File: src/rtl/mem_arbiter.sv
// mem_arbiter: shares one pipelined ZBT frame-buffer port between the NTSC
// writer, the low-pass-filter reader and the VGA reader. Each request pulse is
// latched into a per-requester slot. One slot issues per cycle under a fixed
// priority (VGA > NTSC > LPF), and a starved LPF request is forced through.
// Read data comes back through a tag pipeline to the requester that asked for it.
//
// Handshake: every *_flag is a one-cycle request pulse with no back-pressure.
// A request is accepted when its slot is empty or is issuing in the same
// cycle. In any other case the request is dropped and the sticky overrun bit
// for that requester is set. Each accepted request gets exactly one done_*
// pulse, unless reset arrives before the pulse.
module mem_arbiter #(
  parameter int LOG_WIDTH  = 10,
  parameter int LOG_HEIGHT = 9,
  parameter int LOG_MEM    = 36,
  parameter int LOG_ADDR   = 19,
  parameter int RD_LATENCY = 2,
  parameter int WR_DELAY   = 2,
  parameter int STARVE     = 8
) (
  input  logic                  clock,
  input  logic                  reset,
  input  logic                  frame_flag,
  input  logic                  ntsc_flag,
  input  logic [LOG_WIDTH-1:0]  ntsc_x,
  input  logic [LOG_HEIGHT-1:0] ntsc_y,
  input  logic [LOG_MEM-1:0]    ntsc_pixel_write,
  input  logic                  lpf_flag,
  input  logic [LOG_WIDTH-1:0]  lpf_x,
  input  logic [LOG_HEIGHT-1:0] lpf_y,
  input  logic                  vga_flag,
  input  logic [LOG_WIDTH-1:0]  vga_x,
  input  logic [LOG_HEIGHT-1:0] vga_y,
  output logic                  done_ntsc,
  output logic                  done_lpf,
  output logic                  done_vga,
  output logic [LOG_MEM-1:0]    lpf_pixel_read,
  output logic [LOG_MEM-1:0]    vga_pixel_read,
  output logic [LOG_ADDR-1:0]   mem_addr,
  output logic                  mem_we,
  output logic [LOG_MEM-1:0]    mem_din,
  input  logic [LOG_MEM-1:0]    mem_dout,
  output logic [2:0]            overrun
);

  localparam int CW = $clog2(STARVE + 1);
  localparam logic [CW-1:0] STARVE_L = CW'(STARVE);

  logic                wbank;
  logic                n_v, l_v, v_v;
  logic [LOG_ADDR-1:0] n_a, l_a, v_a;
  logic [LOG_MEM-1:0]  n_d;
  logic [CW-1:0]       starve_cnt;
  logic                iss_n, iss_l, iss_v;

  // Tag pipeline (valid, id: 1 = VGA, 0 = LPF) and write-data pipeline
  logic [RD_LATENCY:0]             tag_v;
  logic [RD_LATENCY:0]             tag_id;
  logic [WR_DELAY-1:0]             wp_v;
  logic [WR_DELAY-1:0][LOG_MEM-1:0] wp_d;

  // x[0] only picks the pixel inside a word, so the memory never sees it
  logic unused_bits;
  assign unused_bits = ^{ntsc_x[0], lpf_x[0], vga_x[0]};

  // Pick at most one slot to issue; a starved LPF slot beats everyone
  always_comb begin
    iss_n = 1'b0;
    iss_l = 1'b0;
    iss_v = 1'b0;
    if (l_v && (starve_cnt >= STARVE_L)) iss_l = 1'b1;
    else if (v_v)                        iss_v = 1'b1;
    else if (n_v)                        iss_n = 1'b1;
    else if (l_v)                        iss_l = 1'b1;
  end

  // Bank toggle, request slots, overrun flags and the LPF starvation counter
  always_ff @(posedge clock or negedge reset) begin
    if (!reset) begin
      wbank      <= 1'b0;
      n_v        <= 1'b0;
      l_v        <= 1'b0;
      v_v        <= 1'b0;
      n_a        <= '0;
      l_a        <= '0;
      v_a        <= '0;
      n_d        <= '0;
      overrun    <= 3'b000;
      starve_cnt <= '0;
    end else begin
      if (frame_flag) wbank <= ~wbank;

      // Bank is captured at latch time, so a later toggle leaves pending slots alone
      if (ntsc_flag) begin
        if (!n_v || iss_n) begin
          n_v <= 1'b1;
          n_a <= {wbank, ntsc_y, ntsc_x[LOG_WIDTH-1:1]};
          n_d <= ntsc_pixel_write;
        end else begin
          overrun[0] <= 1'b1;
        end
      end else if (iss_n) begin
        n_v <= 1'b0;
      end

      if (lpf_flag) begin
        if (!l_v || iss_l) begin
          l_v <= 1'b1;
          l_a <= {~wbank, lpf_y, lpf_x[LOG_WIDTH-1:1]};
        end else begin
          overrun[1] <= 1'b1;
        end
      end else if (iss_l) begin
        l_v <= 1'b0;
      end

      if (vga_flag) begin
        if (!v_v || iss_v) begin
          v_v <= 1'b1;
          v_a <= {~wbank, vga_y, vga_x[LOG_WIDTH-1:1]};
        end else begin
          overrun[2] <= 1'b1;
        end
      end else if (iss_v) begin
        v_v <= 1'b0;
      end

      if (iss_l)                                  starve_cnt <= '0;
      else if (l_v && (starve_cnt != STARVE_L))   starve_cnt <= starve_cnt + 1'b1;
    end
  end

  // Drive the memory port and advance the read-tag and write-data pipelines
  always_ff @(posedge clock or negedge reset) begin
    if (!reset) begin
      mem_addr  <= '0;
      mem_we    <= 1'b0;
      mem_din   <= '0;
      done_ntsc <= 1'b0;
      tag_v     <= '0;
      tag_id    <= '0;
      wp_v      <= '0;
      wp_d      <= '0;
    end else begin
      mem_we    <= iss_n;
      done_ntsc <= iss_n;
      if (iss_v)      mem_addr <= v_a;
      else if (iss_n) mem_addr <= n_a;
      else if (iss_l) mem_addr <= l_a;

      tag_v[0]  <= iss_v | iss_l;
      tag_id[0] <= iss_v;
      for (int i = 1; i <= RD_LATENCY; i++) begin
        tag_v[i]  <= tag_v[i-1];
        tag_id[i] <= tag_id[i-1];
      end

      wp_v[0] <= iss_n;
      wp_d[0] <= n_d;
      for (int i = 1; i < WR_DELAY; i++) begin
        wp_v[i] <= wp_v[i-1];
        wp_d[i] <= wp_d[i-1];
      end
      if (wp_v[WR_DELAY-1]) mem_din <= wp_d[WR_DELAY-1];
    end
  end

  // Capture returning read data for the requester named by the exiting tag
  always_ff @(posedge clock or negedge reset) begin
    if (!reset) begin
      done_lpf       <= 1'b0;
      done_vga       <= 1'b0;
      lpf_pixel_read <= '0;
      vga_pixel_read <= '0;
    end else begin
      done_lpf <= tag_v[RD_LATENCY] && !tag_id[RD_LATENCY];
      done_vga <= tag_v[RD_LATENCY] &&  tag_id[RD_LATENCY];
      if (tag_v[RD_LATENCY] && !tag_id[RD_LATENCY]) lpf_pixel_read <= mem_dout;
      if (tag_v[RD_LATENCY] &&  tag_id[RD_LATENCY]) vga_pixel_read <= mem_dout;
    end
  end

endmodule
File: config.mk
export PLATFORM = sky130hd
export DESIGN_NAME = mem_arbiter
export DESIGN_NICKNAME = d
export VERILOG_FILES = /design/src/rtl/mem_arbiter.sv
export SDC_FILE = /design/constraint.sdc
export NUM_CORES = 1
export LEC_CHECK = 0
export ABC_CLOCK_PERIOD_IN_PS = 2000
export BUFFER_PORTS_ARGS = -buffer_cell sky130_fd_sc_hd__buf_2
export CORE_MARGIN = 10
export CORE_UTILIZATION = 53
export CTS_CLUSTER_SIZE = 14
export DETAILED_ROUTE_END_ITERATION = 8
export HOLD_SLACK_MARGIN = 0.05
export MAX_ROUTING_LAYER = met4
export PLACE_DENSITY = 0.79
export SYNTH_ARGS = -nofsm -noshare
export SYNTH_HDL_FRONTEND = slang
export SYNTH_SLANG_ARGS = --single-unit
File: constraint.sdc
create_clock -name clock -period 2 [get_ports clock]
set_input_delay 0.2 -clock clock [delete_from_list [all_inputs] [get_ports clock]]
set_output_delay 0.2 -clock clock [all_outputs]
set_load 0.05 [all_outputs]
==> reports/metrics.yaml, run 1 <==
run_status:
  outcome: "complete, no violations"
logic_synthesis:
  syn-instance-count: 710
  synth_compound_area_share_pct: 4.23
  synth-edff-count: 0
  synth_xor_area_share_pct: 0.0770
  synth_ff_type: "dfrtp_1"
  synth_top_family_by_area: "multiplexers"
  synthSimpleGateAreaFrac_pct: 3.40
  yosysMostFrequentCell: "dfrtp_1"
  synth_top_cell_by_area: "dfrtp_1"
  synth_cell_type_count: 35
  synth_top_area_share_pct: 68.9
  synthesis.nets: 847
  ys_ff_latch: 313
  syn_area_per_cell_um2: 16.0
  syn_area_um2: 11400
  synth_fa_ha_area_share_pct: 0.220
  synth.area.mux_share_pct: 20.9
  synth.yosys.seq_area_share_pct: 68.9
  ys.warnings.count: 0
  synthArstFlopShare_pct: 100
  synthTopCellsByArea: "dfrtp_1 (69%), mux2_2 (20%), a221oi_1 (1.5%)"
  synth.top_cells.by_count: "dfrtp_1 (313), mux2_2 (204), nand2_1 (22)"
sta:
  period_share_pct: 94.1
  max_freq_ghz: 0.531
  rsz0062_at_grt: "no"
  setup-violations-final: 0
  max_slew_margin_pct: 44.1
  maxSlewViolCount: 0
  fin_tns_setup_ps: 0
  hold_viol: 0
  worst_pin_slew_ps: 837
  fin_crit_ps: 1880
  clock_skew_ps: 12.5
finish:
  diodes: 0
  final_layout_size_suffix_gt1_share_pct: 47.9
  nets: 1263
  areaGrowthSynthToFinish_pct: 36.2
  stdcell_count: 1422
  fin_util_pct: 73.5
clocking:
  root_buffer: "clkbuf_16"
  cts.htree.levels: 1
  cts_buffer_depth: 3
  cts_hold_buf: 131
  cts_tree: "yes"
  cts_sinks: 313
  clkTransAtPathRegs_ps: 70
  cts_inserted_buffers: 31
  post_cts_resized: 0
  cts_setup_buffers: 0
  clk_latency_ps: 550
detailed_routing:
  ant_nets: 0
  totalWireLength_um: 29300
  firstDrtPassIters: 5
  vias: 7506
  vias_per_cell: 5.28
  drt_iter0_markers: 556
  wl_per_cell_um: 20.6
  drc: 0
floorplanning:
  std_cell_rows: 53
  ios: 269
  die_width_um: 166
  start_util_pct: 53.9
  die_height_um: 166
  die_area_um2: 27700
  coreArea_um2: 21100
worst_setup_path:
  crit_required_ps: 2450
  cp-end-kind: "flop"
  arrival_ps: 2330
  crit_type: "flop to flop"
  max_stage_delay_ps: 680
  critPathLaunchType: "flop"
  cp.buffers_inverters: 1
  r2r_setup_slack_ps: 120
  worstPathCellList: "buf_4 -> nor2b_1 -> a221oi_1 -> o31ai_1"
  critPathTopFamily: "simple AND/OR/NAND/NOR gates"
  cpMaxStageDelayCell: "nor2b_1"
  cp_max_fo: 10
power:
  irDropWorstVdd_mv: 0.888
  powerDensity_nw_per_um2: 1570
  switching_share_pct: 39.2
  p_switching_mw: 9.54
  p_comb_share_pct: 36.3
  clock_power_share_pct: 24.4
  seq_power_share_pct: 39.3
  cellLeakagePower_nw: 7.14
  internal-power_mw: 14.8
run:
  cap_violations: 0
place:
  place_inst: 1237
  gp_congestion: 0.878
  io_buffers: 265
  dpl.hpwl_um: 18300
global_routing:
  grt_use_total_pct: 21.3
  grt_pass1_vias: 8328
  overflow: 0
  antenna_found_initial: 0
  grt_max_degree: 59
  grt_first_pass_wirelength_um: 46800
worst_hold_path:
  hold_path_class: "primary input to asynchronous set/reset pin"
[per-stage QoR]
| stage | power, mW | hold slack [ps] | setup WS (ps) | area, um2 |
|---|---|---|---|---|
| floorplan | 15.7 | -95.6 | 415 | 11400 |
| global route | 25.4 | 188 | 52.8 | 15500 |
| finish | 24.3 | 171 | 118 | 15500 |
| global placement | 17.9 | 143 | 268 | 13100 |
| detailed placement | 18.2 | 148 | 201 | 13100 |
| CTS | 24.3 | 155 | 189 | 15500 |
[worst paths after layout]
kind / from / to / cells after the start
setup / recovery: l_v$_DFFE_PN0P_ / mem_addr[16]$_DFFE_PN0P_ / 4
hold / removal: reset / lpf_pixel_read[0]$_DFFE_PN0P_ / 2
setup reg to reg: l_v$_DFFE_PN0P_ / mem_addr[16]$_DFFE_PN0P_ / 4
hold reg to reg: wp_d[22]$_DFF_PN0_ / wp_d[58]$_DFF_PN0_ / 0
max in group asynchronous: reset / wp_d[35]$_DFF_PN0_ / 3
min in group clock: wp_d[22]$_DFF_PN0_ / wp_d[58]$_DFF_PN0_ / 0
[power by group through the flow]
stage          registers [mW]  clock network [mW]  logic [mW]
2_1_floorplan            13.3                   0        2.44
3_3_place_gp             9.48                   0        8.43
3_5_place_dp             9.60                   0        8.59
4_1_cts                  9.52                6.01        8.82
5_1_grt                  9.79                6.34        9.24
6_report                 9.57                5.93        8.83
[cell type report]
cell class	count	area (um2)
flip-flops and latches	313	7830
fillers	1271	5590
multi-input cells	349	3290
repair buffers	422	2940
clock buffers	46	902
well taps	275	344
clock inverters	8	148
inverters	9	33.8
[cell families after synthesis]
| kind of cell | count (synthesis) |
|---|---|
| DFF | 313 |
| xor gates and xnor gates | 1 |
| and+or+nand+nor | 75 |
| AOI/OAI and AO/OA | 59 |
| adders and majority gates | 2 |
| buffers and inverters | 48 |
| muxes | 212 |
[per-layer routing]
metal / share of wire [%] / up-vias / track usage, %
met5: 0 / - / -
met4: 2.2 / 0 / 5.23
met3: 6.5 / 56 / 4.52
met2: 50 / 314 / 35.8
met1: 41 / 3805 / 25.7
li1: - / 3331 / -
[sequential cells by signal, indices dropped and copies added (netlist names), 2 cells and up]
signal          flops
wp_d               72
lpf_pixel_read     36
mem_din            36
n_d                36
vga_pixel_read     36
l_a                19
mem_addr           19
n_a                19
v_a                19
starve_cnt          4
overrun             3
tag_id              3
tag_v               3
wp_v                2
[cells in the final DEF, fill, tap and decap left out, drive strengths merged]
cell,synthesis,routed
a21o,11,11
a21oi,1,1
a221oi,19,19
a31o,1,1
and2,2,2
and3,1,1
buf,28,291
bufinv,0,4
clkbuf,11,46
clkinv,0,2
dfrtp,313,313
dlygate4sd3,0,131
ha,2,2
inv,9,11
mux2,208,208
mux2i,4,4
nand2,23,23
nand2b,2,2
nand3,2,2
nor2,20,20
nor2b,3,3
nor3,2,2
nor3b,18,18
o21ai,3,3
o21bai,2,2
o22ai,1,1
o2bb2ai,2,2
o31ai,19,19
or2,2,2
xor2,1,1
Power figures use the tool's default switching activity.
==> run 2: changes to the inputs <==
- ABC_CLOCK_PERIOD_IN_PS: 2000 -> 2300
- CORE_UTILIZATION: 53 -> 57
- PLACE_DENSITY: 0.79 -> 0.84
- clock period: 2 -> 2.3 ns (I/O delays scaled with it)
==> run 2 against run 1 <==
Clock-buffer cell count fell by 5. Fmax shrank 9.3%. Via count is 2.1% higher. Sequential cell count did not move. Design area decreased by 0.43%. Cell count down 0.63%. Clock skew fell by 3.5 ps. Global-route usage grew 3.1 points. Combinational power decreased by 13%. Sequential power down 13%. Non-clock buffer count decreased by 4. Worst hold slack better by 57 ps.
==> reports/metrics.yaml, run 2 (synthesis gave the netlist of run 1 again) <==
clocking:
  cts_setup_buffers: 0  # unchanged
  cts_sinks: 313  # unchanged
  cts.htree.levels: 1  # unchanged
  root_buffer: "clkbuf_16"
  clk_latency_ps: 550  # about the same
  post_cts_resized: 0  # unchanged
  cts_hold_buf: 131  # unchanged
  cts_buffer_depth: 3  # unchanged
  cts_tree: "yes"
  cts_inserted_buffers: 30  # -3.2%
  clkTransAtPathRegs_ps: 60  # about the same
power:
  cellLeakagePower_nw: 7.12  # -0.37%
  clock_power_share_pct: 24.5  # about the same
  powerDensity_nw_per_um2: 1380  # -12%
  p_switching_mw: 8.47  # -11%
  switching_share_pct: 39.8  # +0.56 points
  seq_power_share_pct: 39.3  # about the same
  internal-power_mw: 12.8  # -13%
  irDropWorstVdd_mv: 1.14  # +28%
  p_comb_share_pct: 36.2  # about the same
worst_setup_path:
  cp-end-kind: "flop"
  arrival_ps: 2490  # +160 ps
  crit_required_ps: 2710  # +260 ps
  reg2reg_from: "n_v$_DFFE_PN0P_"
  ff2ff_path_depth: 4  # unchanged
  critPathLaunchType: "flop"
  worstPathCellList: "buf_4 -> nor2b_1 -> a221oi_1 -> o31ai_1"
  cp_max_fo: 14  # +4
  r2r_setup_slack_ps: 220  # +110 ps
  max_stage_delay_ps: 670  # about the same
  endpoint: "mem_addr[17]$_DFFE_PN0P_"
  cpMaxStageDelayCell: "nor2b_1"
  critPathTopFamily: "simple AND/OR/NAND/NOR gates"
  r2r_end: "mem_addr[17]$_DFFE_PN0P_"
  cp-startpoint: "n_v$_DFFE_PN0P_"
  cp.buffers_inverters: 1  # unchanged
  crit_type: "flop to flop"
  critical_path_depth: 4  # unchanged
sta:
  fin_crit_ps: 2080  # +193 ps
  fin_tns_setup_ps: 0  # unchanged
  period_share_pct: 90.2  # -3.9 points
  hold_viol: 0  # unchanged
  setup-violations-final: 0  # unchanged
  worst_pin_slew_ps: 841  # +3.37 ps
  rsz0062_at_grt: "no"
  max_freq_ghz: 0.482  # -9.3%
  max_slew_margin_pct: 43.8  # -0.23 points
  clock_skew_ps: 8.93  # -3.54 ps
  maxSlewViolCount: 0  # unchanged
floorplanning:
  die_area_um2: 26000  # -6.2%
  std_cell_rows: 51  # -3.8%
  start_util_pct: 58.3  # +4.3 points
  ios: 269  # unchanged
  coreArea_um2: 19500  # -7.4%
  die_height_um: 161  # -3.1%
  die_width_um: 161  # -3.1%
global_routing:
  grt_use_total_pct: 24.3  # +3.1 points
  grt_pass1_vias: 8519  # +2.3%
  overflow: 0  # unchanged
  grt_first_pass_wirelength_um: 49100  # +4.8%
  antenna_found_initial: 5  # +5
  grt_max_degree: 86  # +46%
finish:
  largest_reg_flops: 72  # unchanged
  final_cell_mix: "dfrtp_1 (313), buf_2 (264), mux2_2 (204)"
  regMostFlops: "wp_d"
  areaGrowthSynthToFinish_pct: 35.6
  fin_util_pct: 79.0  # +5.5 points
  nets: 1258  # -0.40%
  final_common_cell: "dfrtp_1"
  final_layout_size_suffix_gt1_share_pct: 48.2  # +0.34 points
run:
  cap_violations: 0  # unchanged
detailed_routing:
  firstDrtPassIters: 4  # -1
  vias: 7667  # +2.1%
  totalWireLength_um: 31500  # +7.4%
  drc: 0  # unchanged
  drt_iter0_markers: 479  # -14%
  ant_nets: 0  # unchanged
  vias_per_cell: 5.43  # +2.8%
  wl_per_cell_um: 22.3  # +8.1%
place:
  io_buffers: 265  # unchanged
  dpl.hpwl_um: 18500  # +0.86%
  gp_congestion: 0.840  # -4.3%
worst_hold_path:
  hold_path_class: "primary input to asynchronous set/reset pin"
run_status:
  outcome: "complete, no violations"
-- run 2: cell count changes in the layout (fill, tap and decap cells not counted) --
cell        change
clkbuf_8        +1
buf_12          -4
clkinvlp_4      +2
inv_6           -2
clkbuf_1        -6
clkinv_2        +5
diode_2         +5
-- run 2: layout make-up --
type / instances / area (um2)
sequential: 313 / 7830
fill: 1021 / 4100
multi-input combinational: 349 / 3290
timing repair buffer: 418 / 2860
clock buffer: 41 / 893
tap: 265 / 332
clock inverter: 13 / 170
inverter: 9 / 33.8
antenna: 5 / 12.5
-- run 2: power by group through the flow --
stage	clock network (mW)	logic, mW	registers (mW)
2_1_floorplan	0	2.12	11.5
3_3_place_gp	0	7.30	8.22
3_5_place_dp	0	7.45	8.35
4_1_cts	5.26	7.66	8.27
5_1_grt	5.54	8.05	8.55
6_report	5.22	7.70	8.37
-- run 2: how the worst min path moves through the flow --
stage,startpoint,endpoint,slack [ps],depth (start not counted)
after detailed placement,reset,lpf_pixel_read[10]$_DFFE_PN0P_,210,1
after CTS,reset,lpf_pixel_read[10]$_DFFE_PN0P_,240,2
after global routing,reset,mem_din[15]$_DFFE_PN0P_,250,2
after global placement,reset,lpf_pixel_read[10]$_DFFE_PN0P_,200,1
final,reset,lpf_pixel_read[8]$_DFFE_PN0P_,230,2
after floorplan,reset,done_lpf$_DFF_PN0_,-70,0
-- run 2: stage by stage --
| step | hold slack, ps | instance area [um2] | cells | power, mW | setup slack (ps) |
|---|---|---|---|---|---|
| floorplan | -65.6 | 11400 | 710 | 13.6 | 715 |
| global placement | 199 | 13000 | 1223 | 15.5 | 526 |
| detailed placement | 207 | 13000 | 1223 | 15.8 | 365 |
| CTS | 237 | 15400 | 1408 | 21.2 | 360 |
| global route | 253 | 15400 | 1413 | 22.1 | 179 |
| finish | 228 | 15400 | 1413 | 21.3 | 225 |
-- run 2: metal layers --
metal / vias to the layer above / share of wire (%) / global-route usage (%)
met5: - / 0 / -
met4: 0 / 2.7 / 6.91
met3: 82 / 7.5 / 5.74
met2: 374 / 50 / 40.3
met1: 3883 / 40 / 29.3
li1: 3328 / - / -
